### src/rtl/idle_gate_controller_if.sv
// ----------------------------------------------------------------------------
// idle_gate_controller_if
//
// Purpose:
//   Groups the producer-facing handshake of the idle gate controller.
//   The upstream producer raises activity_i when it has work. It may raise
//   force_on_i to hold the downstream stage enabled. It feeds data only while
//   ready_o is high. gate_en_o drives the downstream register enable or ICG.
//
// Signals:
//   activity_i  producer -> controller  upstream has valid work this cycle
//   force_on_i  producer -> controller  block gating, keep/restore the enable
//   gate_en_o   controller -> producer  registered downstream enable
//   ready_o     controller -> producer  downstream may accept data
//   state_o     controller -> producer  0 RUN, 1 GATED, 2 WAKE
//
// Modports:
//   master  the upstream producer / test driver
//   slave   the controller
// ----------------------------------------------------------------------------
interface idle_gate_controller_if;
    logic       activity_i;
    logic       force_on_i;
    logic       gate_en_o;
    logic       ready_o;
    logic [1:0] state_o;

    modport master (
        output activity_i,
        output force_on_i,
        input  gate_en_o,
        input  ready_o,
        input  state_o
    );

    modport slave (
        input  activity_i,
        input  force_on_i,
        output gate_en_o,
        output ready_o,
        output state_o
    );
endinterface

### src/rtl/idle_gate_controller.sv
// ----------------------------------------------------------------------------
// idle_gate_controller
//
// Purpose:
//   Produces the register/ICG enable for a conditionally gated datapath stage.
//   After IDLE_CYCLES consecutive inactive cycles, the enable drops (GATED).
//   Renewed activity or force_on restores the enable (WAKE). ready_o then
//   rises WAKE_CYCLES edges later, and the block returns to RUN.
//   Every output is taken straight from a flop.
//
// Ports:
//   clk             single clock, rising edge
//   rst_n           asynchronous active-low reset
//   bus (slave)     activity_i, force_on_i in; gate_en_o, ready_o, state_o out
//   stat_clr_i      synchronous clear of the statistics counters
//   gated_cycles_o  saturating count of cycles spent in GATED
//   wake_events_o   saturating count of GATED->WAKE transitions
//
// Build option:
//   IDLE_GATE_STATS_EN  when defined, the statistics counters are built.
//                       When undefined, both statistics outputs read 0 and
//                       stat_clr_i has no effect.
// ----------------------------------------------------------------------------
module idle_gate_controller #(
    parameter int IDLE_CYCLES = 8,   // 1..255
    parameter int WAKE_CYCLES = 2,   // 1..255
    parameter int STAT_W      = 16
) (
    input  logic                      clk,
    input  logic                      rst_n,
    idle_gate_controller_if.slave     bus,
    input  logic                      stat_clr_i,
    output logic [STAT_W-1:0]         gated_cycles_o,
    output logic [STAT_W-1:0]         wake_events_o
);

    typedef enum logic [1:0] {
        RUN   = 2'd0,
        GATED = 2'd1,
        WAKE  = 2'd2
    } state_t;

    // idle_cnt compares against the last idle cycle, not the threshold.
    // The gating decision is made on the edge that ends cycle IDLE_CYCLES.
    localparam logic [7:0] IDLE_LAST = 8'(IDLE_CYCLES - 1);
    localparam logic [7:0] WAKE_LOAD = 8'(WAKE_CYCLES);

    state_t     state, state_next;
    logic       gate_en, gate_en_next;
    logic       ready, ready_next;
    logic [7:0] idle_cnt, idle_cnt_next;
    logic [7:0] wake_cnt, wake_cnt_next;
    logic       count_gated;    // this cycle is spent in GATED
    logic       count_wake;     // GATED->WAKE transition at this edge
    logic       wake_req;

    assign wake_req = bus.activity_i | bus.force_on_i;

    // ---------------- state register ----------------
    always_ff @(posedge clk or negedge rst_n) begin
        if (!rst_n) begin
            state    <= RUN;
            gate_en  <= 1'b1;
            ready    <= 1'b1;
            idle_cnt <= 8'd0;
            wake_cnt <= 8'd0;
        end else begin
            state    <= state_next;
            gate_en  <= gate_en_next;
            ready    <= ready_next;
            idle_cnt <= idle_cnt_next;
            wake_cnt <= wake_cnt_next;
        end
    end

    // ---------------- next-state logic ----------------
    always_comb begin
        state_next    = state;
        gate_en_next  = gate_en;
        ready_next    = ready;
        idle_cnt_next = idle_cnt;
        wake_cnt_next = wake_cnt;
        count_gated   = 1'b0;
        count_wake    = 1'b0;

        case (state)
            RUN: begin
                gate_en_next = 1'b1;
                ready_next   = 1'b1;
                if (wake_req) begin
                    // Activity on the threshold cycle also lands here, so it
                    // prevents gating.
                    idle_cnt_next = 8'd0;
                end else if (idle_cnt == IDLE_LAST) begin
                    state_next    = GATED;
                    gate_en_next  = 1'b0;
                    ready_next    = 1'b0;
                    idle_cnt_next = 8'd0;
                end else begin
                    idle_cnt_next = idle_cnt + 8'd1;
                end
            end

            GATED: begin
                count_gated  = 1'b1;
                gate_en_next = 1'b0;
                ready_next   = 1'b0;
                if (wake_req) begin
                    state_next    = WAKE;
                    gate_en_next  = 1'b1;
                    wake_cnt_next = WAKE_LOAD;
                    count_wake    = 1'b1;
                end
            end

            WAKE: begin
                // Requests are ignored here. The producer holds its work
                // until ready rises.
                gate_en_next = 1'b1;
                ready_next   = 1'b0;
                if (wake_cnt == 8'd1) begin
                    state_next    = RUN;
                    ready_next    = 1'b1;
                    idle_cnt_next = 8'd0;
                    wake_cnt_next = 8'd0;
                end else begin
                    wake_cnt_next = wake_cnt - 8'd1;
                end
            end

            default: begin
                state_next    = RUN;
                gate_en_next  = 1'b1;
                ready_next    = 1'b1;
                idle_cnt_next = 8'd0;
                wake_cnt_next = 8'd0;
            end
        endcase
    end

    assign bus.gate_en_o = gate_en;
    assign bus.ready_o   = ready;
    assign bus.state_o   = state;

`ifdef IDLE_GATE_STATS_EN
    function automatic logic [STAT_W-1:0] sat_inc(input logic [STAT_W-1:0] v);
        return (&v) ? v : v + STAT_W'(1);
    endfunction

    logic [STAT_W-1:0] gated_cycles;
    logic [STAT_W-1:0] wake_events;

    // ---------------- statistics ----------------
    // A clear wins over an increment in the same cycle.
    always_ff @(posedge clk or negedge rst_n) begin
        if (!rst_n) begin
            gated_cycles <= '0;
            wake_events  <= '0;
        end else if (stat_clr_i) begin
            gated_cycles <= '0;
            wake_events  <= '0;
        end else begin
            if (count_gated) gated_cycles <= sat_inc(gated_cycles);
            if (count_wake)  wake_events  <= sat_inc(wake_events);
        end
    end

    assign gated_cycles_o = gated_cycles;
    assign wake_events_o  = wake_events;
`else
    // Statistics are not built. These signals are gathered only so that they
    // are visibly consumed.
    logic unused_stats;
    assign unused_stats   = ^{stat_clr_i, count_gated, count_wake};
    assign gated_cycles_o = '0;
    assign wake_events_o  = '0;
`endif

endmodule
### src/flat_wrapper.sv
// flat-port wrapper written by rule: the top's interface ports become plain ports
module idle_gate_controller_flat 
#(
    parameter int IDLE_CYCLES = 8,            
    parameter int WAKE_CYCLES = 2,            
    parameter int STAT_W      = 16
)
  (clk, rst_n, stat_clr_i, gated_cycles_o, wake_events_o, bus_activity_i, bus_force_on_i, bus_gate_en_o, bus_ready_o, bus_state_o);
  idle_gate_controller_if bus_i ();
  input  logic clk;
  input  logic rst_n;
  input  logic stat_clr_i;
  output logic [STAT_W-1:0] gated_cycles_o;
  output logic [STAT_W-1:0] wake_events_o;
  input wire logic [$bits(bus_i.activity_i)-1:0] bus_activity_i;
  input wire logic [$bits(bus_i.force_on_i)-1:0] bus_force_on_i;
  output wire logic [$bits(bus_i.gate_en_o)-1:0] bus_gate_en_o;
  output wire logic [$bits(bus_i.ready_o)-1:0] bus_ready_o;
  output wire logic [$bits(bus_i.state_o)-1:0] bus_state_o;
  assign bus_i.activity_i = bus_activity_i;
  assign bus_i.force_on_i = bus_force_on_i;
  assign bus_gate_en_o = bus_i.gate_en_o;
  assign bus_ready_o = bus_i.ready_o;
  assign bus_state_o = bus_i.state_o;
  idle_gate_controller #(.IDLE_CYCLES(IDLE_CYCLES), .WAKE_CYCLES(WAKE_CYCLES), .STAT_W(STAT_W)) u_core (.clk(clk), .rst_n(rst_n), .bus(bus_i), .stat_clr_i(stat_clr_i), .gated_cycles_o(gated_cycles_o), .wake_events_o(wake_events_o));
endmodule
### config.mk
export PLATFORM = sky130hd
export DESIGN_NAME = idle_gate_controller_flat
export DESIGN_NICKNAME = d
export VERILOG_FILES = /design/src/rtl/idle_gate_controller_if.sv /design/src/rtl/idle_gate_controller.sv /design/src/flat_wrapper.sv
export SDC_FILE = /design/constraint.sdc
export NUM_CORES = 1
export LEC_CHECK = 0
export ABC_AREA = 1
export CAP_MARGIN = 20
export CELL_PAD_IN_SITES_DETAIL_PLACEMENT = 0
export CELL_PAD_IN_SITES_GLOBAL_PLACEMENT = 1
export CORE_MARGIN = 5
export CORE_UTILIZATION = 34
export DETAILED_ROUTE_END_ITERATION = 7
export PLACE_DENSITY = 0.77
export SLEW_MARGIN = 20
export SYNTH_ARGS = -nofsm -noshare
export SYNTH_HDL_FRONTEND = slang
export SYNTH_SLANG_ARGS = --single-unit
### constraint.sdc
create_clock -name clk -period 1.8 [get_ports clk]
set_input_delay 0.18 -clock clk [delete_from_list [all_inputs] [get_ports clk]]
set_output_delay 0.18 -clock clk [all_outputs]
set_load 0.01 [all_outputs]
==> results.toml, run 1 <==
[outcome]
status = "complete, no violations"

[yosys]
yosys.area.top_type = "dfrtp_1"
synth.area.top_cells = "dfrtp_1 30%, buf_4 17%, nand2_1 12%, ha_1 5.8%, nor2_1 5.7%"
syn_area_per_cell_sq_um = 7.33
async_reset_ff_share_pct = 100
synth.distinct_cells = 23
yosysSeqAreaShare_pct = 33.3
synth_top_area_share_pct = 29.8
synth-seq-cells = 20
synth-edff-count = 0
ys.flop_type = "dfrtp_1"
ys_warn_count = 0
synth_area_sq_um = 1510
syn_inst = 206

[cts]
clockBufferDepth = 2
clk_pin_slew_ns = 0.08
cts-resized-gates = 0
numClockSinks = 20
post-cts-setup-buffer-count = 0
hold_buffers = 0
cts_root_buf = "clkbuf_8"
clock_latency_ns = 0.26
cts_buffers = 3
cts_tree = "built"
cts-htree-levels = 1

[layout]
area.sequential_sq_um = 503
area_growth_pct = 6.21
fin_nets = 231
final.fill_count = 481
antenna_cells = 0
multi_input_area_sq_um = 774
drive_above_1_share_pct = 11.0
design_area_sq_um = 1600

[global_route]
grt_pass1_vias = 1033
grt_max_degree = 21
grt_first_pass_wirelength_um = 4510
grt_usage_pct = 9.05
antenna_found_initial = 0
grt.overflow.total = 0

[detailed_routing]
firstDrtPassIters = 5
via_per_inst = 4.33
routed-via-count = 1168
drt_wl_total_um = 2730
first_iter_violations = 50
wl_per_cell_um = 10.1
antenna_left = 0
drc = 0

[setup_path]
path_class = "reg2out"
critPathMaxFanout = 1
startpoint = "u_core.bus.ready_o"
start_kind = "flop"
critical_path_buf_inv_count = 1
rr_startpoint = "u_core.bus.state_o[1]"
crit_path_end_kind = "output port"
ff2ff_setup_slack_ns = 0.36
path_depth = 1
ff2ff_path_depth = 8
worstPathCellList = "clkdlybuf4s50_1"
critical-path-top-delay-family = "buffers and inverters"
critPathArrivalTime_ns = 1.31
slowest_delay_ns = 0.54
cp.required_ns = 1.62
cp_slowest_cell = "clkdlybuf4s50_1"
r2r_end = "u_core.wake_cnt[2]"

[floorplan]
die_y_um = 76.6
ios = 41
fp.dieW_um = 76.6
rows = 24
core_area_sq_um = 4320
start_util_pct = 34.9
die_area_sq_um = 5870

[power]
total_power_mw = 2.19
p_clk_share_pct = 21.0
peakVddDrop_mv = 0.903
internal-power_mw = 1.25
p_sw_mw = 0.941
combPwrFrac_pct = 49.0
seqPwrFrac_pct = 30.0
power_density_nw_per_um2 = 1360
leakagePower_nw = 0.816
p_sw_share_pct = 43.0

[sta]
hold_ws_ns = 0.255
fin_tns_setup_ns = 0
setup_viol = 0
maxSlewViolCount = 0
fin_worst_skew_ns = 0.00490
rsz0062_at_grt = "no"
max_freq_mhz = 670
fin_crit_sh_pct = 82.9
fin_crit_ns = 1.49
hold_viol = 0

[job]
maxCapViolCount = 0

[placed_design]
hpwlAfterDp_um = 2030
port_buffers = 7
placedInstanceArea_sq_um = 1530
gp_congestion = 0.773

[hold_path]
hold_path_class = "in2async"
## sequential cells by signal, indices dropped and copies added (netlist names)
name / cells
u_core.bus.gate_en_o: 1
u_core.bus.ready_o: 1
u_core.bus.state_o: 2
u_core.idle_cnt: 8
u_core.wake_cnt: 8
## per-stage QoR
stage	cells	util (%)	worst slack [ns]
finish	270	37.1	0.308
global route	270	37.1	0.144
CTS	270	37.1	0.298
detailed placement	266	35.4	0.318
global placement	266	35.4	0.331
floorplan	237	-	0.330
## cell usage in the layout, fill, tap and decap left out, types with 2 or more instances in the layout
cell type         n
nand3_1          17
o21ai_0           6
nand4_1           6
conb_1           32
nand2_1          47
o21ai_1           3
xor2_1            2
clkdlybuf4s50_1   7
dfrtp_1          18
buf_4             5
nor2_2            3
o21ai_2           3
ha_1              7
inv_2             2
inv_1            20
dfstp_2           2
a21oi_1           4
nor2_1           23
clkbuf_8          3
nand2_2           2
nor2_4            2
## kinds of logic (layout without fill, tap and decap cells)
logic type                 after synthesis  after routing  share of synthesized area (%)
and+or+nand+nor                        102            102                           29.8
xor gates and xnor gates                 2              2                           1.16
other                                    1             32                          0.248
adders and majority gates                7              7                           5.80
DFF                                     20             20                           33.3
AOI/OAI and AO/OA                       17             17                           6.55
buffers and inverters                   57             38                           23.1
## synth_stat cells (all sizes together) (2+ instances only)
cell,n
a21oi,4
buf,35
dfstp,2
o21ai,12
nand4,6
nor2,28
nand3,17
inv,22
xor2,2
dfrtp,18
ha,7
nand2,49
## power by group through the flow
stage / sequential, mW / combinational, mW / clock [mW]
finish: 0.657 / 1.07 / 0.460
global route: 0.674 / 1.24 / 0.495
CTS: 0.660 / 1.08 / 0.467
detailed placement: 0.667 / 1.08 / 0
global placement: 0.668 / 1.08 / 0
floorplan: 0.671 / 0.857 / 0
## worst max-delay path by stage
stage	slack, ns	end
3_3_place_gp	0.33	u_core.wake_cnt[5]
5_1_grt	0.14	u_core.wake_cnt[5]
2_1_floorplan	0.33	u_core.wake_cnt[3]
6_report	0.31	bus_ready_o
3_5_place_dp	0.32	u_core.wake_cnt[5]
4_1_cts	0.30	bus_ready_o
## layer usage
layer  track usage (%)  wire (um)  vias to the layer above
met1              12.2       1310                      513
met5                 0          0                        -
li1                  -          -                      603
met3             0.946        190                        4
met2              14.5       1200                       48
met4              4.02         31                        0
## cell type report
cell class	instances	share of cell area (%)
timing repair buffer	12	6.71
tap	52	4.06
clock buffer	3	2.57
clock inverter	1	1.87
inverter	22	5.15
multi-input combinational	160	48.3
sequential	20	31.4
(Power assumes the default switching activity.)
==> run 2: changes to the inputs <==
--- a/config.mk
+++ b/config.mk
@@ -10,9 +10,9 @@
 export CELL_PAD_IN_SITES_DETAIL_PLACEMENT = 0
 export CELL_PAD_IN_SITES_GLOBAL_PLACEMENT = 1
 export CORE_MARGIN = 5
-export CORE_UTILIZATION = 34
+export CORE_UTILIZATION = 31
 export DETAILED_ROUTE_END_ITERATION = 7
-export PLACE_DENSITY = 0.77
+export PLACE_DENSITY = 0.74
 export SLEW_MARGIN = 20
 export SYNTH_ARGS = -nofsm -noshare
 export SYNTH_HDL_FRONTEND = slang
==> constraint.sdc (replaced) <==
create_clock -name clk -period 1.25 [get_ports clk]
set_input_delay 0.125 -clock clk [delete_from_list [all_inputs] [get_ports clk]]
set_output_delay 0.125 -clock clk [all_outputs]
set_load 0.01 [all_outputs]
==> results.toml, run 2 (synthesis results as in run 1) <==
[floorplan]
die_y_um = 79.8
fp.dieW_um = 79.8
core_area_sq_um = 4720
ios = 41
die_area_sq_um = 6370
start_util_pct = 32.0
rows = 25

[setup_path]
ff2ff_path_depth = 7
path_class = "reg2reg"
endpoint = "u_core.idle_cnt[0]"
r2r_end = "u_core.idle_cnt[0]"
start_kind = "flop"
ff2ff_setup_slack_ns = -0.02
startpoint = "u_core.wake_cnt[4]"
rr_startpoint = "u_core.wake_cnt[4]"
critPathArrivalTime_ns = 1.42
critPathMaxFanout = 14
crit_path_end_kind = "flop"
cp.required_ns = 1.40

[outcome]
status = "finished with violations"
violations = "negative setup slack"

[placed_design]
port_buffers = 7
pre_cts_ws_ns = -0.0953
hpwlAfterDp_um = 2250
dpl.cell_count = 301
gp_congestion = 0.771

[detailed_routing]
via_per_inst = 3.97
wl_per_cell_um = 9.71
antenna_left = 0
firstDrtPassIters = 4
drc = 0
routed-via-count = 1226
first_iter_violations = 45
drt_wl_total_um = 3000

[global_route]
grt_first_pass_wirelength_um = 5060
grt_usage_pct = 10.2
grt_pass1_vias = 1158
met3_usage_pct = 1.69
met1_usage_pct = 13.4
grt_max_degree = 21
antenna_found_initial = 0
grt.overflow.total = 0
grtUsageMet2_pct = 16.5
globalRoute.busiestLayer = "met2"

[power]
combPwrFrac_pct = 62.3
p_sw_share_pct = 43.5
internal-power_mw = 2.17
seqPwrFrac_pct = 24.8
power_density_nw_per_um2 = 1960
p_sw_mw = 1.67
p_clk_share_pct = 12.9
leakagePower_nw = 0.962
peakVddDrop_mv = 1.03

[cts]
cts_root_buf = "clkbuf_8"
numClockSinks = 20
clock_latency_ns = 0.26
cts_buffers = 3
cts-htree-levels = 1
clockBufferDepth = 2
clk_pin_slew_ns = 0.07
hold_buffers = 0
cts_tree = "built"

[sta]
fin_crit_sh_pct = 102
rsz0062_at_grt = "yes"
fin_tns_setup_ns = -0.136
hold_viol = 0
setup_slack_ns = -0.0198
max_freq_mhz = 788
fin_crit_ns = 1.27
maxSlewViolCount = 0
setup_viol = 14
fin_worst_skew_ns = 0.00395

[layout]
multi_input_area_sq_um = 925
antenna_cells = 0
fin_nets = 255
fin_cells = 309
finish.utilization_pct = 41.4
final_cell_mix = "35 x nand2_1, 32 x conb_1, 27 x buf_4, 19 x nor2_1"
final.fill_count = 498
drive_above_1_share_pct = 33.9
area_growth_pct = 29.3
area.sequential_sq_um = 505
mostFrequentLayoutCell = "nand2_1"

[hold_path]
hold_path_class = "in2async"

[job]
maxCapViolCount = 0
-- run 2: layout make-up --
class / count / area share, %
Tap cell: 67 / 4.29
Clock buffer: 4 / 2.82
Multi-Input combinational cell: 160 / 47.3
Inverter: 22 / 4.74
Sequential cell: 20 / 25.9
Timing Repair Buffer: 36 / 14.9
-- run 2: metrics by stage --
stage / total power, mW / area [sq um] / hold WS, ns
2_1_floorplan: 2.33 / 1670 / -0.171
3_3_place_gp: 2.98 / 1750 / 0.501
3_5_place_dp: 2.99 / 1750 / 0.500
4_1_cts: 3.63 / 1850 / 0.207
5_1_grt: 4.20 / 1950 / 0.240
6_report: 3.84 / 1950 / 0.204
-- run 2: worst min path at each step --
stage          start  slack [ns]                    end
5_1_grt        rst_n        0.24     u_core.idle_cnt[7]
6_report       rst_n        0.20  u_core.bus.state_o[1]
3_3_place_gp   rst_n        0.50     u_core.wake_cnt[3]
3_5_place_dp   rst_n        0.50     u_core.wake_cnt[3]
4_1_cts        rst_n        0.21     u_core.idle_cnt[4]
2_1_floorplan  rst_n       -0.17  u_core.bus.state_o[0]
-- run 2: metal layers --
layer / routed length [um] / vias up
li1: - / 655
met1: 1330 / 534
met4: 52 / 0
met2: 1440 / 33
met5: 0 / -
met3: 184 / 4
-- run 2: power groups by stage --
stage                     sequential (mW)  combinational, mW  clock (mW)
after floorplan                     0.966               1.37           0
after global placement              0.924               2.06           0
after detailed placement            0.928               2.07           0
after CTS                           0.925               2.17       0.527
after global routing                0.969               2.67       0.561
final                               0.951               2.39       0.496
-- run 2: worst max-delay path, stage by stage, from the launching register on --
cell     delay, ns
dfrtp_1       0.41
nor2_2        0.12
nand2_2       0.09
nor2_4        0.17
o21ai_2       0.10
buf_12        0.15
nand2_2       0.06
o21ai_2       0.05
-- run 2: what timing repair did --
item | in CTS | in global routing
pin swaps | 2 | 16
resized for setup | 17 | 29
hold endpoints to repair | 0 | 0
setup endpoints to repair | 23 | 22
setup buffers | 1 | 3
==> run 3: changes to the inputs <==
--- a/config.mk
+++ b/config.mk
@@ -10,9 +10,9 @@
 export CELL_PAD_IN_SITES_DETAIL_PLACEMENT = 0
 export CELL_PAD_IN_SITES_GLOBAL_PLACEMENT = 1
 export CORE_MARGIN = 5
-export CORE_UTILIZATION = 31
+export CORE_UTILIZATION = 34
 export DETAILED_ROUTE_END_ITERATION = 7
-export PLACE_DENSITY = 0.74
+export PLACE_DENSITY = 0.77
 export SLEW_MARGIN = 20
 export SYNTH_ARGS = -nofsm -noshare
 export SYNTH_HDL_FRONTEND = slang
==> constraint.sdc (replaced) <==
create_clock -name clk -period 1.17 [get_ports clk]
set_input_delay 0.117 -clock clk [delete_from_list [all_inputs] [get_ports clk]]
set_output_delay 0.117 -clock clk [all_outputs]
set_load 0.01 [all_outputs]
==> results.toml, run 3 (synthesis results as in run 1) <==
[power]
internal-power_mw = 2.48
power_density_nw_per_um2 = 2130
seqPwrFrac_pct = 23.4
p_clk_share_pct = 10.6
combPwrFrac_pct = 66.0
leakagePower_nw = 1.02
p_sw_mw = 1.88
peakVddDrop_mv = 1.30
p_sw_share_pct = 43.2

[setup_path]
worstPathCellList = "inv_4 > ha_4 > inv_4 > o21ai_4 > buf_4 > nand2_1 > o21ai_1"
cp.required_ns = 1.36
critPathMaxFanout = 6
crit_top_cell = "inv_4"
path_class = "reg2reg"
slowest_delay_ns = 0.46
start_kind = "flop"
crit_path_end_kind = "flop"
cp_slowest_cell = "dfrtp_2"
critPathArrivalTime_ns = 1.52

[global_route]
antenna_found_initial = 0
grt_pass1_vias = 1217
grt_usage_pct = 11.1
grt_max_degree = 21
grt_first_pass_wirelength_um = 5480
grt.overflow.total = 0

[job]
maxCapViolCount = 0

[sta]
fin_worst_skew_ns = 0.00715
fin_crit_sh_pct = 113
rsz0062_at_grt = "yes"
fin_crit_ns = 1.32
hold_viol = 0
setup_viol = 21
max_freq_mhz = 757
setup_slack_ns = -0.151
maxSlewViolCount = 0
fin_tns_setup_ns = -2.05

[layout]
area_growth_pct = 35.8
final.fill_count = 415
fin_cells = 304
mostFrequentLayoutCell = "nand2_1"
drive_above_1_share_pct = 36.5
final_cell_mix = "39 x nand2_1, 32 x conb_1, 30 x buf_4, 17 x nor2_1, 17 x dfrtp_1"
design_area_sq_um = 2050
antenna_cells = 0
fin_nets = 266

[placed_design]
gp_congestion = 0.776
hpwlAfterDp_um = 2350
dpl.cell_count = 292
placedInstanceArea_sq_um = 1780
port_buffers = 7

[detailed_routing]
drt_wl_total_um = 3230
first_iter_violations = 61
routed-via-count = 1279
via_per_inst = 4.21
antenna_left = 0
firstDrtPassIters = 4
wl_per_cell_um = 10.6
drc = 0

[floorplan]
core_area_sq_um = 4320
fp.dieW_um = 76.6
ios = 41
rows = 24
die_y_um = 76.6
die_area_sq_um = 5870
start_util_pct = 34.9

[cts]
hold_buffers = 0
clock_latency_ns = 0.26
clk_pin_slew_ns = 0.08
cts_buffers = 3
numClockSinks = 20
cts-htree-levels = 1
cts_tree = "built"
cts_root_buf = "clkbuf_8"
clockBufferDepth = 2

[outcome]
violations = "negative setup slack"
status = "finished with violations"

[hold_path]
hold_path_class = "in2async"
## run 3: worst paths after layout
check	startpoint	to	slack, ns	cells past startpoint
worst max-delay path	u_core.bus.state_o[0]	u_core.idle_cnt[6]	-0.15	7
worst min-delay path	rst_n	u_core.idle_cnt[2]	0.19	2
worst max register to register	u_core.bus.state_o[0]	u_core.idle_cnt[6]	-0.15	7
worst min register to register	u_core.bus.state_o[1]	u_core.bus.state_o[1]	0.57	2
max in group asynchronous	rst_n	u_core.bus.gate_en_o	0.75	2
min in group clk	u_core.bus.state_o[1]	u_core.bus.state_o[1]	0.57	2
## run 3: power by group through the flow
stage | clock network (mW) | logic (mW) | registers (mW)
6_report | 0.463 | 2.88 | 1.02
5_1_grt | 0.524 | 3.20 | 1.05
4_1_cts | 0.486 | 2.51 | 0.989
3_5_place_dp | 0 | 2.23 | 0.989
3_3_place_gp | 0 | 2.23 | 0.981
2_1_floorplan | 0 | 1.46 | 1.03
## run 3: area by class of cell
cell class                      count  area (sq um)  area share (%)
Tap cell                           52          65.1            3.17
Timing Repair Buffer               47           408            19.9
Multi-Input combinational cell    160           940            45.8
Sequential cell                    20           504            24.6
Clock buffer                        3          41.3            2.01
Inverter                           22          92.6            4.51
## run 3: metal layers
layer | GRT usage [%] | up-vias | wire length (um) | part of all wire, %
met4 | 4.20 | 0 | 38 | 1.2
met5 | 0 | - | 0 | 0
met3 | 1.18 | 4 | 175 | 5.4
met1 | 15.3 | 564 | 1580 | 49
li1 | - | 675 | - | -
met2 | 17.8 | 36 | 1430 | 44
## run 3: critical path: cells and delay by family (launching register included)
| family | cells | cell delay (ns) |
|---|---|---|
| flops | 1 | 0.46 |
| compound gates | 2 | 0.26 |
| fa+ha+maj | 1 | 0.15 |
| simple gates | 1 | 0.05 |
| buf+inv | 3 | 0.32 |
## run 3: timing repair
action / in CTS / in global routing
resized for setup: 31 / 33
gates cloned: 0 / 0
buffers inserted: 6 / 4
pin swaps: 13 / 14
endpoints found under the setup margin: 24 / 22
## run 3: per-stage QoR
| step | hold slack (ns) | setup slack (ns) | util, % | power (mW) |
|---|---|---|---|---|
| floorplan | -0.179 | -0.169 | - | 2.49 |
| global placement | 0.475 | -0.134 | 41.1 | 3.21 |
| detailed placement | 0.487 | -0.171 | 41.1 | 3.22 |
| CTS | 0.194 | -0.135 | 44.4 | 3.99 |
| global route | 0.199 | -0.223 | 47.4 | 4.77 |
| finish | 0.189 | -0.151 | 47.4 | 4.36 |
